File: config.mk
export PLATFORM = sky130hd
export DESIGN_NAME = pc_fetch_seq_flat
export DESIGN_NICKNAME = d
export VERILOG_FILES = /design/src/rtl/pc_fetch_seq_if.sv /design/src/rtl/pc_fetch_seq.sv /design/src/flat_wrapper.sv
export SDC_FILE = /design/constraint.sdc
export NUM_CORES = 1
export LEC_CHECK = 0
export CAP_MARGIN = 20
export CORE_MARGIN = 2
export CORE_UTILIZATION = 47
export CTS_BUF_LIST = sky130_fd_sc_hd__clkbuf_16
export DETAILED_ROUTE_END_ITERATION = 10
export GPL_TIMING_DRIVEN = 0
export PLACE_DENSITY_LB_ADDON = 0.15
export SKIP_CTS_REPAIR_TIMING = 1
export SYNTH_ARGS = -nofsm -noshare
export SYNTH_HDL_FRONTEND = slang
export SYNTH_SLANG_ARGS = --single-unit
File: constraint.sdc
create_clock -name clk -period 4.15 [get_ports clk]
set_input_delay 0.83 -clock clk [delete_from_list [all_inputs] [get_ports clk]]
set_output_delay 0.83 -clock clk [all_outputs]
set_load 0.005 [all_outputs]
File: src/rtl/pc_fetch_seq_if.sv
// ---------------------------------------------------------------------------
// pc_fetch_seq_if
// Bundles the fetch sequencer's control, instruction-memory and decode-side
// signals so they travel as one port.
//
//   master modport (fetch sequencer side):
//     in : stall, redirect_valid, redirect_target, imem_ready, imem_rdata
//     out: imem_req, imem_addr, instr_valid, instr, instr_pc, pc_plus2,
//          halted, misalign_fault
//   slave modport (memory / decode / branch unit side): mirror image.
// ---------------------------------------------------------------------------
interface pc_fetch_seq_if;
    logic        stall;
    logic        redirect_valid;
    logic [15:0] redirect_target;
    logic        imem_req;
    logic [15:0] imem_addr;
    logic        imem_ready;
    logic [15:0] imem_rdata;
    logic        instr_valid;
    logic [15:0] instr;
    logic [15:0] instr_pc;
    logic [15:0] pc_plus2;
    logic        halted;
    logic        misalign_fault;

    modport master (
        input  stall, redirect_valid, redirect_target, imem_ready, imem_rdata,
        output imem_req, imem_addr, instr_valid, instr, instr_pc, pc_plus2,
               halted, misalign_fault
    );

    modport slave (
        output stall, redirect_valid, redirect_target, imem_ready, imem_rdata,
        input  imem_req, imem_addr, instr_valid, instr, instr_pc, pc_plus2,
               halted, misalign_fault
    );
endinterface

File: src/rtl/pc_fetch_seq.sv
// ---------------------------------------------------------------------------
// pc_fetch_seq
// Fetch-side program-counter sequencer for the WISC CPU. Owns the PC, issues
// instruction-memory requests (one per cycle with a zero-wait memory), holds
// one fetched instruction for decode under a stall handshake, accepts
// branch/jump redirects and stops fetching after a halt instruction has been
// consumed by decode.
//
// Ports:
//   clk    : system clock, rising edge
//   rst_n  : synchronous active-low reset
//   bus    : pc_fetch_seq_if.master (stall/redirect in, imem request/return,
//            held instruction out, halted, misalign_fault)
//
// Build option:
//   PC_ALIGN_CHECK_EN : when defined, a redirect to an odd target raises a
//   sticky misalign_fault and halts fetch instead of loading the PC. When
//   undefined the target LSB is dropped and misalign_fault is tied 0.
// ---------------------------------------------------------------------------
module pc_fetch_seq #(
    parameter logic [15:0] RESET_PC    = 16'h0000,
    parameter logic [3:0]  HALT_OPCODE = 4'hF
) (
    input  logic           clk,
    input  logic           rst_n,
    pc_fetch_seq_if.master bus
);

    typedef enum logic {
        ST_RUN    = 1'b0,
        ST_HALTED = 1'b1
    } state_t;

    state_t      r_state;
    logic [15:0] r_pc;
    logic [15:0] r_instr;
    logic [15:0] r_instr_pc;
    logic        r_instr_valid;

    logic        w_run;
    logic        w_consume;
    logic        w_halt_consume;
    logic        w_req;
    logic        w_fetch;
    logic        w_bad_target;
    logic [15:0] w_redirect_pc;

    assign w_run          = (r_state == ST_RUN);
    assign w_consume      = r_instr_valid && !bus.stall;
    assign w_halt_consume = w_consume && (r_instr[15:12] == HALT_OPCODE);

    // No request while in reset, while halted, during a redirect cycle, or
    // while the held instruction is stalled in place.
    assign w_req   = rst_n && w_run && !bus.redirect_valid
                     && (!r_instr_valid || !bus.stall);
    assign w_fetch = w_req && bus.imem_ready;

    assign w_redirect_pc = {bus.redirect_target[15:1], 1'b0};

`ifdef PC_ALIGN_CHECK_EN
    logic r_misalign;

    assign w_bad_target       = bus.redirect_target[0];
    assign bus.misalign_fault = r_misalign;

    always_ff @(posedge clk) begin
        if (!rst_n) begin
            r_misalign <= 1'b0;
        end else if (w_run && bus.redirect_valid && w_bad_target) begin
            r_misalign <= 1'b1;
        end
    end
`else
    logic w_unused_tgt_lsb;

    assign w_unused_tgt_lsb   = bus.redirect_target[0];
    assign w_bad_target       = 1'b0;
    assign bus.misalign_fault = 1'b0;
`endif

    always_ff @(posedge clk) begin
        if (!rst_n) begin
            r_state       <= ST_RUN;
            r_pc          <= RESET_PC;
            r_instr       <= 16'h0000;
            r_instr_pc    <= 16'h0000;
            r_instr_valid <= 1'b0;
        end else begin
            case (r_state)
                ST_RUN: begin
                    if (bus.redirect_valid) begin
                        // Redirect beats everything, including a same-cycle
                        // consume of a halt instruction.
                        r_instr_valid <= 1'b0;
                        if (w_bad_target) begin
                            r_state <= ST_HALTED;
                        end else begin
                            r_pc <= w_redirect_pc;
                        end
                    end else if (w_halt_consume) begin
                        // The request issued alongside the halt consume is
                        // squashed: data dropped, pc left where it is.
                        r_state       <= ST_HALTED;
                        r_instr_valid <= 1'b0;
                    end else if (w_fetch) begin
                        r_instr       <= bus.imem_rdata;
                        r_instr_pc    <= r_pc;
                        r_instr_valid <= 1'b1;
                        r_pc          <= r_pc + 16'd2;
                    end else if (w_consume) begin
                        r_instr_valid <= 1'b0;
                    end
                end
                ST_HALTED: begin
                    // Frozen until reset.
                    r_instr_valid <= 1'b0;
                end
                default: begin
                    r_state <= ST_HALTED;
                end
            endcase
        end
    end

    assign bus.imem_req    = w_req;
    assign bus.imem_addr   = r_pc;
    assign bus.instr_valid = r_instr_valid;
    assign bus.instr       = r_instr;
    assign bus.instr_pc    = r_instr_pc;
    assign bus.pc_plus2    = r_instr_pc + 16'd2;
    assign bus.halted      = (r_state == ST_HALTED);

endmodule

File: src/flat_wrapper.sv
// flat-port wrapper written by rule: the top's interface ports become plain ports
module pc_fetch_seq_flat 
#(
    parameter logic [15:0] RESET_PC    = 16'h0000,
    parameter logic [3:0]  HALT_OPCODE = 4'hF
)
  (clk, rst_n, bus_stall, bus_redirect_valid, bus_redirect_target, bus_imem_ready, bus_imem_rdata, bus_imem_req, bus_imem_addr, bus_instr_valid, bus_instr, bus_instr_pc, bus_pc_plus2, bus_halted, bus_misalign_fault);
  pc_fetch_seq_if bus_i ();
  input  logic clk;
  input  logic rst_n;
  input wire logic [$bits(bus_i.stall)-1:0] bus_stall;
  input wire logic [$bits(bus_i.redirect_valid)-1:0] bus_redirect_valid;
  input wire logic [$bits(bus_i.redirect_target)-1:0] bus_redirect_target;
  input wire logic [$bits(bus_i.imem_ready)-1:0] bus_imem_ready;
  input wire logic [$bits(bus_i.imem_rdata)-1:0] bus_imem_rdata;
  output wire logic [$bits(bus_i.imem_req)-1:0] bus_imem_req;
  output wire logic [$bits(bus_i.imem_addr)-1:0] bus_imem_addr;
  output wire logic [$bits(bus_i.instr_valid)-1:0] bus_instr_valid;
  output wire logic [$bits(bus_i.instr)-1:0] bus_instr;
  output wire logic [$bits(bus_i.instr_pc)-1:0] bus_instr_pc;
  output wire logic [$bits(bus_i.pc_plus2)-1:0] bus_pc_plus2;
  output wire logic [$bits(bus_i.halted)-1:0] bus_halted;
  output wire logic [$bits(bus_i.misalign_fault)-1:0] bus_misalign_fault;
  assign bus_i.stall = bus_stall;
  assign bus_i.redirect_valid = bus_redirect_valid;
  assign bus_i.redirect_target = bus_redirect_target;
  assign bus_i.imem_ready = bus_imem_ready;
  assign bus_i.imem_rdata = bus_imem_rdata;
  assign bus_imem_req = bus_i.imem_req;
  assign bus_imem_addr = bus_i.imem_addr;
  assign bus_instr_valid = bus_i.instr_valid;
  assign bus_instr = bus_i.instr;
  assign bus_instr_pc = bus_i.instr_pc;
  assign bus_pc_plus2 = bus_i.pc_plus2;
  assign bus_halted = bus_i.halted;
  assign bus_misalign_fault = bus_i.misalign_fault;
  pc_fetch_seq #(.RESET_PC(RESET_PC), .HALT_OPCODE(HALT_OPCODE)) u_core (.clk(clk), .rst_n(rst_n), .bus(bus_i));
endmodule
* Word level (Yosys, flattened, before mapping)
Index checks and enable logic that the tools add are counted.
** Operators by class
- Mux-type cells :: 11
- Equal/unequal tests :: 3
- Bitwise operators :: 3
- Add/sub/neg operators :: 2
- Reductions and logical operators :: 13
** Operator list (count)
- 2-to-1 mux 16 bit :: 3
- adder 16 x 2 -> 16 bit, second input constant :: 2
- 2-to-1 mux 1 bit :: 7
- logical AND 1 bit :: 6
- inequality test 5 bit, second input constant :: 1
- == test 4 bit, second input constant :: 1
- AND reduction 4 bit :: 1
- zero test 1 bit :: 3
- inverter 1 bit :: 3
- AND reduction 3 bit :: 1
- inequality test 2 bit, second input constant :: 1
- one-hot mux 1 bit (2 select lines) :: 1
- nonzero test 2 bit :: 1
- logical OR 1 bit :: 1
** Storage, ports and cells
- Bits in registers :: 50
- Output and inout port bits :: 68
- Word-level logic and storage cells :: 37

* Longest topological paths before layout
Gate-level depths: netlist of run 1.
- Depth in word-level cells :: 9
- Depth in mapped cells :: 6
- Gate-level depth less buffers :: 5

* Least setup slack after synthesis of run 1
Ideal clock, no wire load.
- Kind :: input-to-output
- Start :: input port rst_n
- End :: output port bus_imem_req
- Path buffers :: 2
- Data arrival time :: 1578 ps
- Stages :: 5
- Setup slack :: 1742 ps
- Data required time :: 3320 ps
- Cells stage by stage :: buf_2 -> and2b_4 -> nand2_1 -> clkbuf_1 -> a21oi_1
** On the way
- Cells in the longest elaborated chain, start to end :: 3
** RTL lines
- from (decl) :: line flat_wrapper.sv:10 : input logic rst_n;
- logical AND 1 bit (2 in series) :: line pc_fetch_seq.sv:54 : assign w_req = rst_n && w_run && !bus.redirect_valid
- logical AND 1 bit :: line pc_fetch_seq.sv:55 : && (!r_instr_valid || !bus.stall);
- to (decl) :: line flat_wrapper.sv:16 : output wire logic [$bits(bus_i.imem_req)-1:0] bus_imem_req;
Every way passes these cells.

* Worst setup path in the final report of run 1
- Start :: input port bus_redirect_valid
- End :: output port bus_imem_req
** On the way
- Cells in the longest elaborated chain, start to end :: 3
** RTL lines
- from (decl) :: line flat_wrapper.sv:12 : input wire logic [$bits(bus_i.redirect_valid)-1:0] bus_redirect_valid;
- zero test 1 bit :: line pc_fetch_seq.sv:54
- logical AND 1 bit :: line pc_fetch_seq.sv:54
- logical AND 1 bit :: line pc_fetch_seq.sv:55
Every way passes these cells.

==> results.cfg, run 1 <==
[outcome]
status = completed

[synth]
ys.flop_type = dfxtp_1
ys_types = 57
synth_edf_count = 0
synth_xor_area_share_pct = 4.67
yosys-mux-area-fraction_pct = 0.381
yosysWarnings = 0
seq_area_frac_synth_pct = 36.6
synth_area_um2 = 2630
synthArstFlopShare_pct = 0
synth_top_family_by_area = compound AO/OA/AOI/OAI gates
avgSynthCellArea_um2 = 8.08
synth_compound_area_share_pct = 28.0
ys_ff_latch = 48
yosys.area_share.simple_pct = 22.9
postSynthCellCount = 325
synth_fa_ha_area_share_pct = 0.952

[sta]
slew_violations = 0
finalHoldViolations = 0
worst_pin_slew_ps = 576
setup_slack_ps = 779
fmax_mhz = 297
post-route-min-period_ps = 3370
fin_skew_ps = 5.06
rsz0062_at_grt = false
slew_headroom_pct = 61.6
min_period_over_period_pct = 81.2
whs_ps = 479
finalSetupViolCount = 0
finalSetupTns_ps = 0

[critical_path]
cp_top_family = buffers and inverters
critPathSlowestCell = clkdlybuf4s50_1
cp_data_arrival_time_ps = 2540
r2r-start = u_core.bus.imem_addr[1]
worst_r2r_endpoint = u_core.bus.imem_addr[15]
critPathKind = in2out
end_kind = output port
crit_path_start_kind = primary input
cpMostUsedCell = clkdlybuf4s50_1
reg2regPathDepth = 5
cp_max_fo = 10
crit_buf_inv = 4
slowest_delay_ps = 570
rrSetupSlack_ps = 2330
cp_cell_sequence = clkdlybuf4s50_1, inv_1, nand2_1, clkbuf_1, a21oi_1, clkdlybuf4s50_1
worstPathRequired_ps = 3320

[clock_network]
clockBufferDepth = 2
cts-htree-levels = 2
cts_root_buffer = clkbuf_16
clkSinkCount = 48
cts_tree = built
clk_pin_slew_worst_paths_ps = 60
cts_buffers = 5
clk_latency_ps = 290

[layout]
diodes = 0
drive_gt1_share_pct = 8.99
syn_to_final_growth_pct = 47.6
finalNetCount = 472
nFillCells = 459

[grt]
overflow = 0
grt_pass1_wl_um = 12400
antenna_found_initial = 0
first_global_vias = 2611
grt_usage_pct = 24.8
grt_start_max_net_pins = 16

[detailed_routing]
vias = 2933
routed_wl_um = 7880
drtAntennaViolNets = 0
drc = 0
drtIter0Drc = 167
dr.pass1.iters = 7
avgRoutedWirePerCell_um = 15.6
viasPerCell = 5.80

[placement]
port_buffers = 98
globalplace.congestion = 0.925
dp_slack_ps = 794
hpwl_um = 5870

[power_and_ir_drop]
p_leak_nw = 1.36
vdd_ir_drop_max_v = 0.000172
p_per_area_nw_per_um2 = 297
switching_share_pct = 24.9
seqPwrFrac_pct = 43.8
switchingPower_uw = 286
p_int_uw = 866
pwr-share-clk_pct = 39.4
finalPower_mw = 1.15
combPwrFrac_pct = 16.8

[floorplan]
io_pins = 105
fp-row-count = 27
initial_core_util_pct = 48.3
fp.coreArea_um2 = 5440
die-area_um2 = 6200
die_x_um = 78.8
die_h_um = 78.8

[run]
cap_viol_max_count = 0

[min_path]
hold_depth = 2
min-delay-path-class = reg2reg
hold_end = u_core.bus.instr[8]
hold_start = u_core.bus.instr[8]
==> per-stage QoR <==
stage                     area [um2]  utilization, %  instances
after floorplan                 2640               -        328
after global placement          3710            68.2        498
after detailed placement        3710            68.2        498
after CTS                       3880            71.3        506
after global routing            3880            71.3        506
final                           3880            71.3        506
==> kinds of logic after synthesis <==
| family | count (synthesis) |
|---|---|
| flip-flops | 48 |
| other | 1 |
| AO/OA/AOI/OAI | 112 |
| multiplexers | 1 |
| buffers and inverters | 34 |
| adder cells (fa/ha/maj) | 2 |
| AND/OR/NAND/NOR | 113 |
| XOR/XNOR | 14 |
==> cell usage in the layout, fill, tap and decap left out, drive strengths merged, types with 5 or more instances in the layout <==
| cell | n |
|---|---|
| buf | 13 |
| xnor2 | 8 |
| clkdlybuf4s50 | 98 |
| nand2 | 24 |
| o32ai | 6 |
| nor4 | 5 |
| and3 | 6 |
| a21oi | 39 |
| o221a | 5 |
| a22oi | 5 |
| nor2 | 14 |
| xor2 | 6 |
| nand3 | 42 |
| o21ai | 31 |
| clkbuf | 22 |
| dfxtp | 48 |
| nand4 | 8 |
==> Yosys cell counts, drive strengths merged (3+ instances only) <==
| cell type | instances | area (um2) |
|---|---|---|
| nand3 | 42 | 215 |
| clkbuf | 17 | 67.6 |
| xor2 | 6 | 52.6 |
| a211oi | 4 | 30.0 |
| nor4 | 5 | 37.5 |
| a31oi | 3 | 18.8 |
| o221a | 5 | 56.3 |
| o32ai | 6 | 52.6 |
| nor3 | 3 | 20.0 |
| and3 | 6 | 37.5 |
| nand2 | 24 | 95.1 |
| xnor2 | 8 | 70.1 |
| a21oi | 39 | 206 |
| inv | 4 | 15.0 |
| nor2 | 14 | 60.1 |
| dfxtp | 48 | 961 |
| nand4 | 8 | 56.3 |
| a22oi | 5 | 37.5 |
| o21ai | 31 | 155 |
| buf | 13 | 85.1 |
| and4 | 3 | 26.3 |
==> metal layers <==
metal	vias to the layer above	track usage, %	wire length, um
li1	1428	-	-
met5	-	0	0
met1	1336	32.9	3290
met2	155	41.3	3750
met3	14	3.86	723
met4	0	8.42	108
==> worst reg2reg max path, delay by kind of cell, from the launching register on <==
kind	cells	cell delay, ps
flip-flops	1	490
AND/OR/NAND/NOR	2	630
AO/OA/AOI/OAI	2	340
adder cells (fa/ha/maj)	1	270
==> worst max path at each step <==
stage,slack [ps],endpoint,startpoint,depth (start not counted)
final,780,bus_imem_req,bus_redirect_valid,6
after global routing,670,bus_imem_req,bus_redirect_valid,6
after CTS,790,bus_imem_req,bus_redirect_valid,6
after detailed placement,790,bus_imem_req,bus_redirect_valid,6
after global placement,820,bus_imem_req,bus_redirect_valid,6
after floorplan,1740,bus_imem_req,rst_n,5
==> registers in the layout, indices dropped and copies added (netlist names) <==
register and flops:
u_core.bus.instr_pc 15, u_core.bus.imem_addr 15, u_core.bus.halted 1, u_core.bus.instr 16, u_core.bus.instr_valid 1
==> power by group through the flow <==
| stage | Sequential, mW | Clock, mW | Combinational [mW] |
|---|---|---|---|
| global route | 0.507 | 0.480 | 0.210 |
| CTS | 0.504 | 0.461 | 0.192 |
| finish | 0.505 | 0.454 | 0.194 |
| floorplan | 0.510 | 0 | 0.0907 |
| global placement | 0.513 | 0 | 0.189 |
| detailed placement | 0.514 | 0 | 0.191 |
==> cell type report <==
| type | instances | area [um2] | area share (%) |
|---|---|---|---|
| multi-input combinational | 246 | 1510 | 38.9 |
| tap | 72 | 90.1 | 2.32 |
| buffer | 30 | 153 | 3.94 |
| timing repair buffer | 98 | 981 | 25.3 |
| sequential | 48 | 961 | 24.8 |
| clock inverter | 3 | 42.5 | 1.10 |
| clock buffer | 5 | 125 | 3.23 |
| inverter | 4 | 15.0 | 0.387 |
Power figures use the tool's default switching activity.
==> inputs of run 2 (changes only) <==
- CORE_UTILIZATION: 47 -> 39
- clock period: 4.15 -> 2.81 ns (I/O delays scaled with it)
==> run 2 against run 1 <==
  * Sequential power grew 48%
  * Global-route usage shrank 3.1 points
  * Routed wire length grew 4.7%
  * Non-clock buffer count shrank 1
  * Sequential cell count is the same
  * Critical path type unchanged
  * Largest cell class unchanged
  * Highest routed layer unchanged
==> results.cfg, run 2 (synthesis gave the netlist of run 1 again) <==
[sta]
fin_skew_ps = 3.91
rsz0062_at_grt = false
worst_pin_slew_ps = 557
fmax_mhz = 379
slew_headroom_pct = 62.9
slew_violations = 0
min_period_over_period_pct = 93.8
finalHoldViolations = 0
post-route-min-period_ps = 2640
finalSetupViolCount = 0
whs_ps = 475

[layout]
drive_gt1_share_pct = 9.49
syn_to_final_growth_pct = 48.5
largest_register_ffs = 16
final_cell_mix = clkdlybuf4s50_1, dfxtp_1, nand3_1
nFillCells = 587
mostFrequentLayoutCell = clkdlybuf4s50_1
fin_area_um2 = 3900
finalNetCount = 471
diodes = 0

[grt]
antenna_found_initial = 0
first_global_vias = 2645
grt_usage_pct = 21.7
grt_pass1_wl_um = 13100
grt_start_max_net_pins = 15
overflow = 0

[detailed_routing]
avgRoutedWirePerCell_um = 16.2
dr.pass1.iters = 4
drtIter0Drc = 200
routed_wl_um = 8250
drtAntennaViolNets = 0
viasPerCell = 5.68
drc = 0
vias = 2889

[critical_path]
crit_path_start_kind = primary input
cp_max_fo = 13
cp_data_arrival_time_ps = 2070
worstPathRequired_ps = 2250
critPathKind = in2out
end_kind = output port

[power_and_ir_drop]
vdd_ir_drop_max_v = 0.000261
p_leak_nw = 1.36
finalPower_mw = 1.78
p_per_area_nw_per_um2 = 457

[clock_network]
clk_pin_slew_worst_paths_ps = 60
clockBufferDepth = 2
cts_buffers = 5
cts-htree-levels = 2
cts_root_buffer = clkbuf_16
clk_latency_ps = 280
clkSinkCount = 48
cts_tree = built

[min_path]
min-delay-path-class = reg2reg

[placement]
port_buffers = 98
hpwl_um = 6120
globalplace.congestion = 0.896
placed_area_um2 = 3720

[floorplan]
die_x_um = 86.1
io_pins = 105
fp-row-count = 29
fp.coreArea_um2 = 6420
initial_core_util_pct = 40.9
die_h_um = 86.1
die-area_um2 = 7410

[outcome]
status = completed

[run]
cap_viol_max_count = 0
## run 2: cell count changes in the layout (fill, tap and decap cells not counted)
cell	previous run	this run
nand2_1	22	21
nor2_2	0	1
clkinv_1	1	0
nor2_1	13	12
bufinv_16	1	2
nand2_2	2	3
clkinv_4	1	0
clkbuf_1	14	13
## run 2: path summary, 6_finish.rpt
check,end,startpoint,slack (ps),depth (start not counted)
worst min register to register,u_core.bus.instr[0],u_core.bus.instr[0],470,2
worst max-delay path,bus_imem_req,bus_redirect_valid,170,5
worst min-delay path,u_core.bus.instr[0],u_core.bus.instr[0],470,2
worst max register to register,u_core.bus.imem_addr[15],u_core.bus.imem_addr[2],990,5
## run 2: power by group
part	total, mW	switching, mW	internal [mW]
Sequential	0.745	0.0368	0.708
Combinational	0.288	0.135	0.153
Clock	0.749	0.245	0.505
## run 2: metrics by stage
step           util (%)  setup WS [ps]  cells  TNS (ps)
6_report           60.8            173    509         0
5_1_grt            60.8           14.9    509         0
4_1_cts            60.7          -28.1    510     -28.1
3_5_place_dp       57.9          -26.7    503     -26.7
3_3_place_gp       57.9          -12.7    503     -12.7
2_1_floorplan         -            938    328         0
## run 2: final cells by class
class / instances / area, um2 / share of cell area, %
Buffer: 29 / 149 / 3.82
Clock buffer: 5 / 125 / 3.21
Clock inverter: 2 / 60.1 / 1.54
Inverter: 4 / 15.0 / 0.385
Multi-Input combinational cell: 246 / 1520 / 38.8
Sequential cell: 48 / 961 / 24.6
Tap cell: 77 / 96.3 / 2.47
Timing Repair Buffer: 98 / 981 / 25.1
## run 2: per-layer routing
metal / global-route usage, % / wire (um) / vias to the layer above
met4: 5.05 / 92 / 0
met5: 0 / 0 / -
li1: - / - / 1425
met3: 3.27 / 479 / 7
met1: 29.7 / 3660 / 1360
met2: 36.2 / 4010 / 97
## run 2: worst max-delay path, cell delays in order
cell             delay (ps)
clkdlybuf4s50_1         490
inv_1                   150
nand2_2                 190
a21oi_1                 160
clkdlybuf4s50_1         510
==> inputs of run 3 (changes only) <==
- CORE_MARGIN: 2 -> unset
==> run 3 against run 2 <==
  * The flow now finishes with violations (design-rule violations)
  * Sequential cell count unchanged
  * Critical path depth increased by 1
  * Count of clock-buffer cells in the layout unchanged
  * Die area decreased by 4.6%
  * Non-clock buffer count unchanged
  * Sequential power about the same
  * Critical endpoint is now bus_pc_plus2[15]
  * Largest cell class unchanged
  * Highest routed layer unchanged
==> results.cfg, run 3 (synthesis gave the netlist of run 1 again) <==
[layout]
diodes = 0
final_cell_mix = clkdlybuf4s50_1, dfxtp_1, nand3_1
stdcell_count = 510
finalNetCount = 471
mostFrequentLayoutCell = clkdlybuf4s50_1
drive_gt1_share_pct = 9.47
syn_to_final_growth_pct = 47.9
fin_util_pct = 60.5
fin_area_um2 = 3890
largest_register_ffs = 16

[grt]
overflow = 0
antenna_found_initial = 0
first_global_vias = 2542
grt_start_max_net_pins = 15
grt_pass1_wl_um = 13000
grt_usage_pct = 22.9

[sta]
slew_violations = 0
worst_pin_slew_ps = 534
finalHoldViolations = 0
rsz0062_at_grt = false
finalSetupTns_ps = 0
whs_ps = 476
post-route-min-period_ps = 2640
slew_headroom_pct = 64.4
min_period_over_period_pct = 93.9
fmax_mhz = 379
setup_slack_ps = 171
fin_skew_ps = 5.52
finalSetupViolCount = 0

[power_and_ir_drop]
p_leak_nw = 1.36
vdd_ir_drop_max_v = 0.000230
finalPower_mw = 1.70
p_per_area_nw_per_um2 = 439

[detailed_routing]
avgRoutedWirePerCell_um = 15.6
viasPerCell = 5.64
routed_wl_um = 7970
vias = 2878
drtAntennaViolNets = 0
dr.pass1.iters = 8
drtIter0Drc = 189
drc = 14

[floorplan]
fp-row-count = 29
die_x_um = 84.1
initial_core_util_pct = 40.9
io_pins = 105
die_h_um = 84.1
fp.coreArea_um2 = 6420
die-area_um2 = 7070

[critical_path]
cp_cell_sequence = ha_1, nand3_1, nor2_4, nand4_1, xnor2_1, clkdlybuf4s50_1
crit_buf_inv = 1
cp_top_family = buffers and inverters
critPathSlowestCell = clkdlybuf4s50_1
slowest_delay_ps = 510
end_kind = output port
cp_data_arrival_time_ps = 2080
rrSetupSlack_ps = 1000
cp_max_fo = 6
crit_path_start_kind = register
worstPathRequired_ps = 2250
critPathKind = reg2out

[placement]
placed_area_um2 = 3720
globalplace.congestion = 0.881
port_buffers = 98
dp_slack_ps = -19.2
hpwl_um = 5960
dp_cells = 503

[clock_network]
cts_buffers = 5
clkSinkCount = 48
cts_root_buffer = clkbuf_16
cts_tree = built
clockBufferDepth = 2
clk_latency_ps = 290
cts-htree-levels = 2
clk_pin_slew_worst_paths_ps = 60

[outcome]
violations = design-rule violations
status = finished with violations

[run]
cap_viol_max_count = 0

[min_path]
min-delay-path-class = reg2reg
-- run 3: changes by cell type in the layout (fill, tap and decap cells not counted), sizes merged --
cell,delta
bufinv,-1
inv,+1
clkinv,+1
-- run 3: final timing paths --
kind / start / cells past startpoint / end
worst max register to register: u_core.bus.imem_addr[2] / 5 / u_core.bus.imem_addr[15]
worst max-delay path: u_core.bus.instr_pc[1] / 6 / bus_pc_plus2[15]
worst min register to register: u_core.bus.instr[6] / 2 / u_core.bus.instr[6]
worst min-delay path: u_core.bus.instr[6] / 2 / u_core.bus.instr[6]
-- run 3: metal layers --
metal	GRT usage [%]	share of wire [%]	vias to the layer above
met5	0	0	-
met4	7.05	0.84	0
met3	4.06	6.6	5
met2	37.2	48	109
met1	30.8	45	1342
li1	-	-	1422
-- run 3: report_power, final --
| group | switching (mW) | internal (mW) | total (mW) |
|---|---|---|---|
| Sequential | 0.0365 | 0.708 | 0.745 |
| Combinational | 0.133 | 0.153 | 0.286 |
| Clock | 0.258 | 0.415 | 0.673 |
| Total | 0.428 | 1.28 | 1.70 |
-- run 3: area by class of cell --
cell class,instances,area (um2)
Fill cell,599,2540
Multi-Input combinational cell,246,1520
Timing Repair Buffer,98,981
Sequential cell,48,961
Buffer,29,149
Clock buffer,5,125
Tap cell,77,96.3
Clock inverter,3,38.8
Inverter,4,15.0
-- run 3: tightest hold or removal path, stage by stage (launching register included) --
cell and delay (ps):
dfxtp_1 310, o21ai_0 60, a21oi_1 60
